File: src/rtl/alu_ctrl_muldiv_pkg.sv
// Shared definitions for the ALU control / iterative MUL-DIV slice:
// ALU select codes, ALUOp and M-extension funct3 encodings, sequencer states.
package alu_ctrl_muldiv_pkg;

   typedef enum logic [3:0] {
      ALU_ADD  = 4'd0,
      ALU_SUB  = 4'd1,
      ALU_SLL  = 4'd2,
      ALU_SLT  = 4'd3,
      ALU_SLTU = 4'd4,
      ALU_XOR  = 4'd5,
      ALU_SRL  = 4'd6,
      ALU_SRA  = 4'd7,
      ALU_OR   = 4'd8,
      ALU_AND  = 4'd9,
      ALU_PASS = 4'd10
   } alu_sel_e;

   typedef enum logic [1:0] {
      ALUOP_ADD   = 2'b00,
      ALUOP_SUB   = 2'b01,
      ALUOP_FUNCT = 2'b10,
      ALUOP_PASS  = 2'b11
   } aluop_e;

   typedef enum logic [2:0] {
      M_MUL    = 3'b000,
      M_MULH   = 3'b001,
      M_MULHSU = 3'b010,
      M_MULHU  = 3'b011,
      M_DIV    = 3'b100,
      M_DIVU   = 3'b101,
      M_REM    = 3'b110,
      M_REMU   = 3'b111
   } mop_e;

   typedef enum logic [1:0] {
      ST_IDLE = 2'd0,
      ST_CALC = 2'd1,
      ST_DONE = 2'd2
   } md_state_e;

   function automatic logic is_signed_a(mop_e op);
      return op inside {M_MUL, M_MULH, M_MULHSU, M_DIV, M_REM};
   endfunction

   function automatic logic is_signed_b(mop_e op);
      return op inside {M_MUL, M_MULH, M_DIV, M_REM};
   endfunction

endpackage

File: src/rtl/alu_ctrl_muldiv_if.sv
// Decode-to-EX bundle: instruction fields and operands in, ALU select,
// stall and MUL/DIV result out.
interface alu_ctrl_muldiv_if #(parameter int unsigned XLEN = 32);

   logic            valid_i;
   logic [1:0]      alu_op;
   logic [2:0]      funct3;
   logic            funct7_5;
   logic            funct7_0;
   logic            rtype;
   logic            itype;
   logic [XLEN-1:0] rs1_val;
   logic [XLEN-1:0] rs2_val;
   logic [3:0]      alu_sel;
   logic            md_sel;
   logic            stall;
   logic            md_busy;
   logic            md_done;
   logic [XLEN-1:0] md_result;

   modport master (
      output valid_i, alu_op, funct3, funct7_5, funct7_0, rtype, itype, rs1_val, rs2_val,
      input  alu_sel, md_sel, stall, md_busy, md_done, md_result
   );

   modport slave (
      input  valid_i, alu_op, funct3, funct7_5, funct7_0, rtype, itype, rs1_val, rs2_val,
      output alu_sel, md_sel, stall, md_busy, md_done, md_result
   );

endinterface

File: src/rtl/alu_ctrl_muldiv_seq_muldiv_core.sv
// Iterative radix-2 multiply/divide sequencer: shift-add multiply, restoring
// divide on magnitudes, sign fixup on the final step, one-cycle fast paths.
module seq_muldiv_core
   import alu_ctrl_muldiv_pkg::*;
#(
   parameter int unsigned XLEN = 32
) (
   input  logic            clk,
   input  logic            rst,
   input  logic            start,
   input  logic            valid_i,
   input  mop_e            op,
   input  logic [XLEN-1:0] a,
   input  logic [XLEN-1:0] b,
   output logic            busy,
   output logic            done,
   output logic [XLEN-1:0] result
);

   localparam int unsigned     CW      = $clog2(XLEN);
   localparam logic [XLEN-1:0] MIN_NEG = {1'b1, {(XLEN-1){1'b0}}};

   md_state_e       state;
   logic [CW-1:0]   cnt;
   mop_e            op_q;
   logic            neg_q;
   logic            neg_r;
   logic [XLEN-1:0] hi;
   logic [XLEN-1:0] lo;
   logic [XLEN-1:0] opnd;

   logic            a_sgn;
   logic            b_sgn;
   logic            div_zero;
   logic            div_ovf;
   logic [XLEN-1:0] a_mag;
   logic [XLEN-1:0] b_mag;
   logic [XLEN-1:0] fast_res;

   always_comb begin
      a_sgn    = is_signed_a(op) & a[XLEN-1];
      b_sgn    = is_signed_b(op) & b[XLEN-1];
      a_mag    = a_sgn ? ('0 - a) : a;
      b_mag    = b_sgn ? ('0 - b) : b;
      div_zero = op[2] & (b == '0);
      div_ovf  = ((op == M_DIV) || (op == M_REM)) & (a == MIN_NEG) & (b == '1);
      // op[1] separates REM/REMU from DIV/DIVU
      if (op[1]) fast_res = div_zero ? a : '0;
      else       fast_res = div_zero ? '1 : a;
   end

   logic [XLEN:0]     mul_sum;
   logic [XLEN:0]     div_shl;
   logic [XLEN:0]     div_trial;
   logic [XLEN-1:0]   hi_n;
   logic [XLEN-1:0]   lo_n;
   logic [2*XLEN-1:0] prod_fix;
   logic [XLEN-1:0]   q_fix;
   logic [XLEN-1:0]   r_fix;
   logic [XLEN-1:0]   final_res;

   // hi/lo hold {partial product, multiplier} or {remainder, quotient}
   always_comb begin
      mul_sum   = {1'b0, hi} + (lo[0] ? {1'b0, opnd} : '0);
      div_shl   = {hi, lo[XLEN-1]};
      div_trial = div_shl - {1'b0, opnd};
      if (op_q[2]) begin
         if (!div_trial[XLEN]) begin
            hi_n = div_trial[XLEN-1:0];
            lo_n = {lo[XLEN-2:0], 1'b1};
         end else begin
            hi_n = div_shl[XLEN-1:0];
            lo_n = {lo[XLEN-2:0], 1'b0};
         end
      end else begin
         hi_n = mul_sum[XLEN:1];
         lo_n = {mul_sum[0], lo[XLEN-1:1]};
      end
      prod_fix = neg_q ? ('0 - {hi_n, lo_n}) : {hi_n, lo_n};
      q_fix    = neg_q ? ('0 - lo_n) : lo_n;
      r_fix    = neg_r ? ('0 - hi_n) : hi_n;
      case (op_q)
         M_MUL:                     final_res = prod_fix[XLEN-1:0];
         M_MULH, M_MULHSU, M_MULHU: final_res = prod_fix[2*XLEN-1:XLEN];
         M_DIV, M_DIVU:             final_res = q_fix;
         default:                   final_res = r_fix;
      endcase
   end

   always_ff @(posedge clk or posedge rst) begin
      if (rst) begin
         state  <= ST_IDLE;
         cnt    <= '0;
         op_q   <= M_MUL;
         neg_q  <= 1'b0;
         neg_r  <= 1'b0;
         hi     <= '0;
         lo     <= '0;
         opnd   <= '0;
         busy   <= 1'b0;
         done   <= 1'b0;
         result <= '0;
      end else begin
         case (state)
            ST_IDLE: begin
               done <= 1'b0;
               if (start) begin
                  op_q  <= op;
                  neg_q <= a_sgn ^ b_sgn;
                  neg_r <= a_sgn;
                  if (div_zero || div_ovf) begin
                     result <= fast_res;
                     done   <= 1'b1;
                     state  <= ST_DONE;
                  end else begin
                     hi    <= '0;
                     lo    <= op[2] ? a_mag : b_mag;
                     opnd  <= op[2] ? b_mag : a_mag;
                     cnt   <= CW'(XLEN - 1);
                     busy  <= 1'b1;
                     state <= ST_CALC;
                  end
               end
            end
            ST_CALC: begin
               if (!valid_i) begin
                  busy  <= 1'b0;
                  state <= ST_IDLE;
               end else begin
                  hi  <= hi_n;
                  lo  <= lo_n;
                  cnt <= cnt - CW'(1);
                  if (cnt == '0) begin
                     result <= final_res;
                     done   <= 1'b1;
                     busy   <= 1'b0;
                     state  <= ST_DONE;
                  end
               end
            end
            ST_DONE: begin
               done  <= 1'b0;
               state <= ST_IDLE;
            end
            default: begin
               busy  <= 1'b0;
               done  <= 1'b0;
               state <= ST_IDLE;
            end
         endcase
      end
   end

endmodule

File: src/rtl/alu_ctrl_muldiv.sv
// ALU control decoder with optional RV M-extension sequencer; stalls the PC
// while a MUL/DIV is in flight and steers writeback to md_result.
module alu_ctrl_muldiv
   import alu_ctrl_muldiv_pkg::*;
#(
   parameter int unsigned XLEN     = 32,
   parameter bit          ENABLE_M = 1'b1
) (
   input logic               clk,
   input logic               rst,
   alu_ctrl_muldiv_if.slave  bus
);

   logic     md_req;
   alu_sel_e sel;

   assign md_req = ENABLE_M & bus.valid_i & bus.rtype & (bus.alu_op == ALUOP_FUNCT) & bus.funct7_0;

   always_comb begin
      sel = ALU_ADD;
      case (aluop_e'(bus.alu_op))
         ALUOP_ADD:  sel = ALU_ADD;
         ALUOP_SUB:  sel = ALU_SUB;
         ALUOP_PASS: sel = ALU_PASS;
         ALUOP_FUNCT: begin
            case (bus.funct3)
               3'b000:  sel = (bus.rtype & ~bus.itype & bus.funct7_5) ? ALU_SUB : ALU_ADD;
               3'b001:  sel = ALU_SLL;
               3'b010:  sel = ALU_SLT;
               3'b011:  sel = ALU_SLTU;
               3'b100:  sel = ALU_XOR;
               3'b101:  sel = bus.funct7_5 ? ALU_SRA : ALU_SRL;
               3'b110:  sel = ALU_OR;
               3'b111:  sel = ALU_AND;
               default: sel = ALU_ADD;
            endcase
         end
         default: sel = ALU_ADD;
      endcase
      if (md_req) sel = ALU_ADD;
   end

   assign bus.alu_sel = sel;

   generate
      if (ENABLE_M) begin : g_m
         logic            busy_w;
         logic            done_w;
         logic [XLEN-1:0] res_w;

         seq_muldiv_core #(.XLEN(XLEN)) u_core (
            .clk     (clk),
            .rst     (rst),
            .start   (md_req),
            .valid_i (bus.valid_i),
            .op      (mop_e'(bus.funct3)),
            .a       (bus.rs1_val),
            .b       (bus.rs2_val),
            .busy    (busy_w),
            .done    (done_w),
            .result  (res_w)
         );

         // done is high exactly while the sequencer sits in DONE
         assign bus.stall     = md_req & ~done_w;
         assign bus.md_sel    = md_req;
         assign bus.md_busy   = busy_w;
         assign bus.md_done   = done_w;
         assign bus.md_result = res_w;
      end else begin : g_nom
         assign bus.stall     = 1'b0;
         assign bus.md_sel    = 1'b0;
         assign bus.md_busy   = 1'b0;
         assign bus.md_done   = 1'b0;
         assign bus.md_result = '0;
      end
   endgenerate

endmodule

File: src/flat_wrapper.sv
// flat-port wrapper written by rule: the top's interface ports become plain ports
module alu_ctrl_muldiv_flat import alu_ctrl_muldiv_pkg::*;
#(
   parameter int unsigned XLEN     = 32,
   parameter bit          ENABLE_M = 1'b1
)
  (clk, rst, bus_valid_i, bus_alu_op, bus_funct3, bus_funct7_5, bus_funct7_0, bus_rtype, bus_itype, bus_rs1_val, bus_rs2_val, bus_alu_sel, bus_md_sel, bus_stall, bus_md_busy, bus_md_done, bus_md_result);
  alu_ctrl_muldiv_if #(.XLEN(XLEN)) bus_i ();
  input logic clk;
  input logic rst;
  input wire logic [$bits(bus_i.valid_i)-1:0] bus_valid_i;
  input wire logic [$bits(bus_i.alu_op)-1:0] bus_alu_op;
  input wire logic [$bits(bus_i.funct3)-1:0] bus_funct3;
  input wire logic [$bits(bus_i.funct7_5)-1:0] bus_funct7_5;
  input wire logic [$bits(bus_i.funct7_0)-1:0] bus_funct7_0;
  input wire logic [$bits(bus_i.rtype)-1:0] bus_rtype;
  input wire logic [$bits(bus_i.itype)-1:0] bus_itype;
  input wire logic [$bits(bus_i.rs1_val)-1:0] bus_rs1_val;
  input wire logic [$bits(bus_i.rs2_val)-1:0] bus_rs2_val;
  output wire logic [$bits(bus_i.alu_sel)-1:0] bus_alu_sel;
  output wire logic [$bits(bus_i.md_sel)-1:0] bus_md_sel;
  output wire logic [$bits(bus_i.stall)-1:0] bus_stall;
  output wire logic [$bits(bus_i.md_busy)-1:0] bus_md_busy;
  output wire logic [$bits(bus_i.md_done)-1:0] bus_md_done;
  output wire logic [$bits(bus_i.md_result)-1:0] bus_md_result;
  assign bus_i.valid_i = bus_valid_i;
  assign bus_i.alu_op = bus_alu_op;
  assign bus_i.funct3 = bus_funct3;
  assign bus_i.funct7_5 = bus_funct7_5;
  assign bus_i.funct7_0 = bus_funct7_0;
  assign bus_i.rtype = bus_rtype;
  assign bus_i.itype = bus_itype;
  assign bus_i.rs1_val = bus_rs1_val;
  assign bus_i.rs2_val = bus_rs2_val;
  assign bus_alu_sel = bus_i.alu_sel;
  assign bus_md_sel = bus_i.md_sel;
  assign bus_stall = bus_i.stall;
  assign bus_md_busy = bus_i.md_busy;
  assign bus_md_done = bus_i.md_done;
  assign bus_md_result = bus_i.md_result;
  alu_ctrl_muldiv #(.XLEN(XLEN), .ENABLE_M(ENABLE_M)) u_core (.clk(clk), .rst(rst), .bus(bus_i));
endmodule
File: config.mk
export PLATFORM = sky130hd
export DESIGN_NAME = alu_ctrl_muldiv_flat
export DESIGN_NICKNAME = d
export VERILOG_FILES = /design/src/rtl/alu_ctrl_muldiv_pkg.sv /design/src/rtl/alu_ctrl_muldiv_if.sv /design/src/rtl/alu_ctrl_muldiv_seq_muldiv_core.sv /design/src/rtl/alu_ctrl_muldiv.sv /design/src/flat_wrapper.sv
export SDC_FILE = /design/constraint.sdc
export NUM_CORES = 1
export LEC_CHECK = 0
export BUFFER_PORTS_ARGS = -buffer_cell sky130_fd_sc_hd__buf_2
export CORE_ASPECT_RATIO = 1.75
export CORE_MARGIN = 4
export CORE_UTILIZATION = 40
export CTS_BUF_LIST = sky130_fd_sc_hd__clkbuf_16
export DETAILED_ROUTE_END_ITERATION = 7
export GPL_ROUTABILITY_DRIVEN = 0
export HOLD_SLACK_MARGIN = 0.03
export PLACE_DENSITY_LB_ADDON = 0.2
export SYNTH_ARGS = -nofsm -noshare
export SYNTH_HDL_FRONTEND = slang
export SYNTH_SLANG_ARGS = --single-unit
File: constraint.sdc
create_clock -name clk -period 12.9 [get_ports clk]
set_clock_uncertainty 0.05 [all_clocks]
set_input_delay 2.58 -clock clk [delete_from_list [all_inputs] [get_ports clk]]
set_output_delay 2.58 -clock clk [all_outputs]
set_load 0.01 [all_outputs]
==> impl_metrics.env, run 1 <==
export IMPL_timing_critical_path_slowest_cell_delay_ps=750
export IMPL_worst_path_most_repeated_cell="sky130_fd_sc_hd__buf_4"
export IMPL_clk_insertion_delay_late_ps=450
export IMPL_gr_total_overflow=0
export IMPL_cts_resized=0
export IMPL_drc=0
export IMPL_grt_pass1_vias=17100
export IMPL_buffer_ports_inserted=115
export IMPL_dieArea_um2=44300
export IMPL_drt_first_iter_violations=1612
export IMPL_fillCellCount=4222
export IMPL_cts_buffers_inserted=17
export IMPL_path_buf_inv=4
export IMPL_yosys_area_top_type="sky130_fd_sc_hd__dfrtp_1"
export IMPL_worst_path_max_delay_cell="sky130_fd_sc_hd__buf_4"
export IMPL_hold_path_depth=2
export IMPL_critical_path_startpoint_type="input port"
export IMPL_route_vias_total=17600
export IMPL_routed_wire_length_per_instance_um=25.3
export IMPL_largest_net_degree_at_the_start_of_global_routing=82
export IMPL_cts_repair_timing_setup_buffer_count=0
export IMPL_synth_fp_nets=2368
export IMPL_grt_pass1_wl_um=105000
export IMPL_synth_area_um2=16400
export IMPL_dp_hpwl_um=54800
export IMPL_ioPinCount=116
export IMPL_flow_area_growth_from_synthesis_pct=9.03
export IMPL_max_clock_freq_ghz=0.135
export IMPL_count_of_different_cell_masters_after_synthesis=95
export IMPL_floorplan_initialDensity_pct=40.6
export IMPL_report_final_hold_viol_count=0
export IMPL_postLayoutSetupSlackWorst_ps=5480
export IMPL_design_final_nets=2384
export IMPL_run_status="completed"
export IMPL_postSynthRegisterBits=142
export IMPL_finalMaxSlewViolations=0
export IMPL_netlist_area_leader_share_pct=21.7
export IMPL_end_kind="flop"
export IMPL_cp_num_cells=17
export IMPL_final_setup_viol_count=0
export IMPL_cts_tree="built"
export IMPL_hold_bufs_inserted_after_cts=0
export IMPL_root_buffer_cell="sky130_fd_sc_hd__clkbuf_16"
export IMPL_power_density_nw_per_um2=261
export IMPL_leakagePower_nw=7.47
export IMPL_cp_data_arrival_time_ps=7660
export IMPL_vdd_ir_drop_worst_mv=0.127
export IMPL_critPathKind="input port to flop"
export IMPL_timing_critical_path_fanout_max=81
export IMPL_ys_async_sr_fraction_pct=100
export IMPL_track_usage_pct=31.1
export IMPL_routed_wirelength_um=70500
export IMPL_antenna_violations_before_repair=2
export IMPL_most_common_cell_after_layout_fill_and_taps_aside="sky130_fd_sc_hd__nand2_1"
export IMPL_chipHeight_um=276
export IMPL_crit_path_cell_trace="buf_2, or4_1, nor4_1, nand2b_1, nor3_1, nand2_1, nor4_2, buf_4, nor2_1, nand2_2, buf_4, nand2b_1, nand3b_1, buf_4, a2111oi_0, a21oi_1, o21ai_0"
export IMPL_clk_pin_slew_worst_paths_ps=70
export IMPL_core_area_um2=40300
export IMPL_layout_min_cycle_time_ps=7420
export IMPL_chipWidth_um=161
export IMPL_clk_path_buf_depth=2
export IMPL_max_cap_violations=0
export IMPL_core_rowCount=97
export IMPL_critPathTopFamily="simple AND/OR/NAND/NOR gates"
export IMPL_timing_critical_path_required_ps=13140
export IMPL_max_slew_headroom_at_the_worst_pin_pct=19.1
export IMPL_r2r_worst_path_cells=21
export IMPL_yosys_most_used_dff="sky130_fd_sc_hd__dfrtp_1"
export IMPL_most_common_layout_cells="sky130_fd_sc_hd__nand2_1 (245), sky130_fd_sc_hd__nor2_1 (210), sky130_fd_sc_hd__o21ai_0 (203)"
export IMPL_drtPass1Iterations=6
export IMPL_setup_tns_final_ps=0
export IMPL_mean_number_of_vias_per_cell=6.30
export IMPL_cts_max_level=4
export IMPL_synth_area_per_cell_um2=7.37
export IMPL_antenna_diode_count=0
export IMPL_timing_hold_worst_class="flop to flop"
export IMPL_clock_sink_count=142
export IMPL_synthCells=2219
export IMPL_sequential_share_of_the_synthesized_area_pct=21.7
export IMPL_rsz0062_at_grt="no"
export IMPL_post_route_period_util_pct=57.6
export IMPL_drive_gt1_share_pct=10.3
export IMPL_yosys_top_cells_area="sky130_fd_sc_hd__dfrtp_1 (22%), sky130_fd_sc_hd__a21oi_1 (6.2%), sky130_fd_sc_hd__o21ai_0 (6.2%)"
export IMPL_synthesis_yosys_warnings=0
export IMPL_place_worst_setup_slack_ps=5080
export IMPL_drtAntennaViolNets=0
export IMPL_worst_pin_slew_ps=1210
export IMPL_synth_edf_count=0
export IMPL_final_core_util_pct=44.3
==> cell usage after synthesis, types with 19 or more instances <==
library cell                number
sky130_fd_sc_hd__dfrtp_1       142
sky130_fd_sc_hd__inv_1          80
sky130_fd_sc_hd__maj3_1         26
sky130_fd_sc_hd__nand2_1       247
sky130_fd_sc_hd__xnor2_1        97
sky130_fd_sc_hd__and3_1         21
sky130_fd_sc_hd__a31oi_1        27
sky130_fd_sc_hd__nand3_1        32
sky130_fd_sc_hd__nand4_1        28
sky130_fd_sc_hd__o21ai_0       203
sky130_fd_sc_hd__a2111oi_0      20
sky130_fd_sc_hd__and2_1         43
sky130_fd_sc_hd__o211ai_1       19
sky130_fd_sc_hd__buf_2          19
sky130_fd_sc_hd__o31ai_1        27
sky130_fd_sc_hd__a211oi_1       22
sky130_fd_sc_hd__nor3_1         61
sky130_fd_sc_hd__nor2_1        210
sky130_fd_sc_hd__mux2i_1        48
sky130_fd_sc_hd__a21o_1         25
sky130_fd_sc_hd__a21oi_1       203
sky130_fd_sc_hd__a22o_1         26
sky130_fd_sc_hd__ha_1           71
sky130_fd_sc_hd__clkbuf_1      105
sky130_fd_sc_hd__xor2_1         85
==> stage by stage <==
step                instance area (um^2)  hold slack [ps]  power, mW  std cells
floorplan                          16400              413       3.09       2219
global placement                   17200              420       3.99       2760
detailed placement                 17200              427       4.02       2760
CTS                                17800              444       4.55       2792
global route                       17800              481       4.95       2792
finish                             17800              439       4.66       2792
==> cells by family (layout without fill, tap and decap cells) <==
| kind of cell | count (synthesis) | after routing | share of synthesized area, % |
|---|---|---|---|
| adders and majority gates | 99 | 99 | 7.26 |
| muxes | 59 | 59 | 3.72 |
| xor gates and xnor gates | 182 | 182 | 9.74 |
| AOI/OAI and AO/OA | 751 | 751 | 29.6 |
| and+or+nand+nor | 762 | 762 | 22.4 |
| DFF | 142 | 142 | 21.7 |
| buffers and inverters | 224 | 253 | 5.52 |
==> tightest hold or removal path: cells and delay by family, from the launching register on <==
family / cells / cell delay (ps)
AOI/OAI and AO/OA: 1 / 60
DFF: 1 / 340
and+or+nand+nor: 1 / 50
==> final cells by class <==
type                       count  area, um^2  share of cell area (%)
clock buffer                  17         425                    2.38
multi-input combinational   1853       11900                    66.9
sequential                   142        3560                    19.9
clock inverter                15         171                   0.961
timing repair buffer         139         758                    4.25
inverter                      82         313                    1.75
tap                          544         681                    3.82
==> final timing paths <==
check / startpoint / endpoint / slack [ps]
max: bus_rs2_val[9] / u_core.g_m.u_core.lo[3] / 5480
min: u_core.g_m.u_core.result[13] / u_core.g_m.u_core.result[13] / 440
max reg2reg: u_core.g_m.u_core.lo[31] / u_core.g_m.u_core.result[20] / 5780
min reg2reg: u_core.g_m.u_core.result[13] / u_core.g_m.u_core.result[13] / 440
max in group asynchronous: rst / u_core.g_m.u_core.result[3] / 9170
min in group asynchronous: rst / u_core.g_m.u_core.lo[2] / 2200
==> sequential cells by signal, indices dropped and copies added, names as in the netlist, 2 cells and up <==
signal,count
u_core.g_m.u_core.op_q,3
u_core.g_m.u_core.result,32
u_core.g_m.u_core.lo,32
u_core.g_m.u_core.cnt,5
u_core.g_m.u_core.opnd,32
u_core.g_m.u_core.hi,32
u_core.g_m.u_core.state,2
==> power by group <==
part	internal (mW)	switching [mW]	total, mW	leakage [nW]
logic	1.16	2.20	3.36	5.34
registers	0.571	0.216	0.787	1.85
clock network	0.275	0.232	0.508	0.289
==> per-layer routing <==
metal	GRT usage, %	vias to the layer above	share of wire, %
met5	0	-	0.037
met4	29.7	4	12
met3	5.69	289	6.2
met2	53.8	818	48
met1	31.0	8286	34
li1	-	8193	-
Power figures use the tool's default switching activity.
==> run 2, diff against run 1 <==
clock period = 6 ns   (was 12.9 ns; I/O delays follow)
==> run 2 against run 1 <==
Compared with the run above:
- design area increased by 2.0%
- non-clock buffer count increased by 47
- flip-flop and latch count unchanged
- sequential share of layout area decreased by 0.40 points
- critical path depth increased by 6
- power increased by 120%
- via count increased by 2.2%
- wire length increased by 1.8%
==> impl_metrics.env, run 2 (synthesis results as in run 1) <==
export IMPL_antenna_diode_count=0
export IMPL_design_final_nets=2431
export IMPL_reg2reg_slack_ps=180
export IMPL_timing_hold_worst_class="flop to flop"
export IMPL_cts_buffers_inserted=17
export IMPL_grt_pass1_wl_um=107000
export IMPL_dp_hpwl_um=56000
export IMPL_max_slew_headroom_at_the_worst_pin_pct=24.7
export IMPL_mean_number_of_vias_per_cell=6.33
export IMPL_report_final_hold_viol_count=0
export IMPL_routed_wirelength_um=71800
export IMPL_floorplan_initialDensity_pct=40.6
export IMPL_drt_first_iter_violations=1728
export IMPL_chipWidth_um=161
export IMPL_run_status="completed"
export IMPL_largest_net_degree_at_the_start_of_global_routing=85
export IMPL_route_vias_total=18000
export IMPL_drc=0
export IMPL_clk_insertion_delay_late_ps=470
export IMPL_end_kind="flop"
export IMPL_worst_pin_slew_ps=1120
export IMPL_hold_path_depth=2
export IMPL_power_density_nw_per_um2=561
export IMPL_placed_cells=2805
export IMPL_routed_wire_length_per_instance_um=25.3
export IMPL_grt_pass1_vias=17700
export IMPL_drive_gt1_share_pct=12.2
export IMPL_clock_sink_count=142
export IMPL_crit_path_cell_trace="inv_1, ha_1, inv_1, fa_2, a211oi_4, o211ai_4, a211oi_4, buf_4, nor4_4, o211ai_2, nor2_2, a21o_1, inv_1, ha_1, o211ai_1, or4_4, or3_4, or3_4, or3_4, o31ai_2, xnor2_1, a222oi_1, o21ai_1"
export IMPL_cp_data_arrival_time_ps=6090
export IMPL_final_area_um2=18200
export IMPL_core_area_um2=40300
export IMPL_drtPass1Iterations=6
export IMPL_final_core_util_pct=45.2
export IMPL_layout_cells_non_filler=2839
export IMPL_most_common_layout_cells="sky130_fd_sc_hd__nand2_1 (245), sky130_fd_sc_hd__nor2_1 (209), sky130_fd_sc_hd__o21ai_0 (202), sky130_fd_sc_hd__a21oi_1 (202), sky130_fd_sc_hd__dfrtp_1 (141)"
export IMPL_postPlaceCellArea_um2=17600
export IMPL_buffer_ports_inserted=115
export IMPL_flow_area_growth_from_synthesis_pct=11.3
export IMPL_layout_min_cycle_time_ps=5820
export IMPL_timing_critical_path_required_ps=6270
export IMPL_gr_total_overflow=0
export IMPL_most_common_cell_after_layout_fill_and_taps_aside="sky130_fd_sc_hd__nand2_1"
export IMPL_max_clock_freq_ghz=0.172
export IMPL_track_usage_pct=31.6
export IMPL_total_power_mw=10.2
export IMPL_drtAntennaViolNets=0
export IMPL_r2r_worst_path_cells=23
export IMPL_dieArea_um2=44300
export IMPL_chipHeight_um=276
export IMPL_worstReg2RegStart="u_core.g_m.u_core.lo[31]"
export IMPL_max_cap_violations=0
export IMPL_finalMaxSlewViolations=0
export IMPL_crit_reg2reg_capture="u_core.g_m.u_core.result[18]"
export IMPL_cts_max_level=4
export IMPL_timing_critical_path_fanout_max=10
export IMPL_hold_bufs_inserted_after_cts=0
export IMPL_worst_path_max_delay_cell="sky130_fd_sc_hd__or4_4"
export IMPL_leakagePower_nw=7.70
export IMPL_timing_hold_worst_start="u_core.g_m.u_core.result[23]"
export IMPL_final_setup_viol_count=0
export IMPL_critPathKind="flop to flop"
export IMPL_clk_pin_slew_worst_paths_ps=60
export IMPL_ioPinCount=116
export IMPL_clk_path_buf_depth=2
export IMPL_post_route_period_util_pct=97.0
export IMPL_core_rowCount=97
export IMPL_min_to="u_core.g_m.u_core.result[23]"
export IMPL_vdd_ir_drop_worst_mv=0.247
export IMPL_timing_critical_path_slowest_cell_delay_ps=530
export IMPL_cts_tree="built"
export IMPL_critical_path_startpoint_type="flop"
export IMPL_root_buffer_cell="sky130_fd_sc_hd__clkbuf_16"
export IMPL_antenna_violations_before_repair=7
==> run 2: changes by cell type in the layout (fill, tap and decap cells not counted), moves of 3 or more <==
cell,previous run,this run
sky130_fd_sc_hd__buf_4,25,70
sky130_fd_sc_hd__inv_6,7,3
sky130_fd_sc_hd__a211oi_2,5,2
sky130_fd_sc_hd__clkinv_2,0,3
==> run 2: metal layers <==
metal / part of all wire [%] / track usage [%]
met5: 0.078 / 0
met1: 34 / 31.4
met4: 11 / 28.3
met3: 6.1 / 5.26
met2: 49 / 56.2
==> run 2: critical path: cells and delay by family (launching register included) <==
kind / cells / cell delay [ps]
compound gates: 9 / 1910
buf+inv: 4 / 450
fa+ha+maj: 3 / 740
simple gates: 6 / 1980
xor+xnor: 1 / 120
flops: 1 / 410
==> run 2: stage by stage <==
step,TNS (ps),hold WS (ps),setup WS (ps)
floorplan,0,413,407
global placement,0,415,22.2
detailed placement,-121,428,-121
CTS,0,442,11.3
global route,-42.0,469,-38.6
finish,0,436,181
==> run 2: cell type report <==
class,count,area (um^2)
repair buffers,186,1130
flip-flops and latches,142,3560
multi-input cells,1853,12000
clock buffers,17,425
inverters,82,313
clock inverters,15,124
fillers,4244,22100
well taps,544,681
==> run 2: power by group <==
group	switching, mW	leakage (nW)	internal [mW]
clock network	0.478	0.273	0.567
registers	0.409	1.85	1.23
logic	4.82	5.58	2.71
total	5.70	7.70	4.50
==> run 2: worst max path at each step <==
stage | startpoint | end | slack, ps | cells after the start
2_1_floorplan | u_core.g_m.u_core.lo[31] | u_core.g_m.u_core.result[24] | 410 | 26
5_1_grt | u_core.g_m.u_core.lo[31] | u_core.g_m.u_core.result[18] | -40 | 23
3_3_place_gp | u_core.g_m.u_core.lo[31] | u_core.g_m.u_core.result[18] | 20 | 22
4_1_cts | u_core.g_m.u_core.lo[31] | u_core.g_m.u_core.result[18] | 10 | 22
3_5_place_dp | u_core.g_m.u_core.lo[31] | u_core.g_m.u_core.result[18] | -120 | 22
6_report | u_core.g_m.u_core.lo[31] | u_core.g_m.u_core.result[18] | 180 | 23
==> run 2: repair_timing <==
item                       in CTS  in global routing
gates resized for setup         2                 11
buffers inserted                0                  2
pin swaps                       1                  3
setup endpoints to repair       1                 12
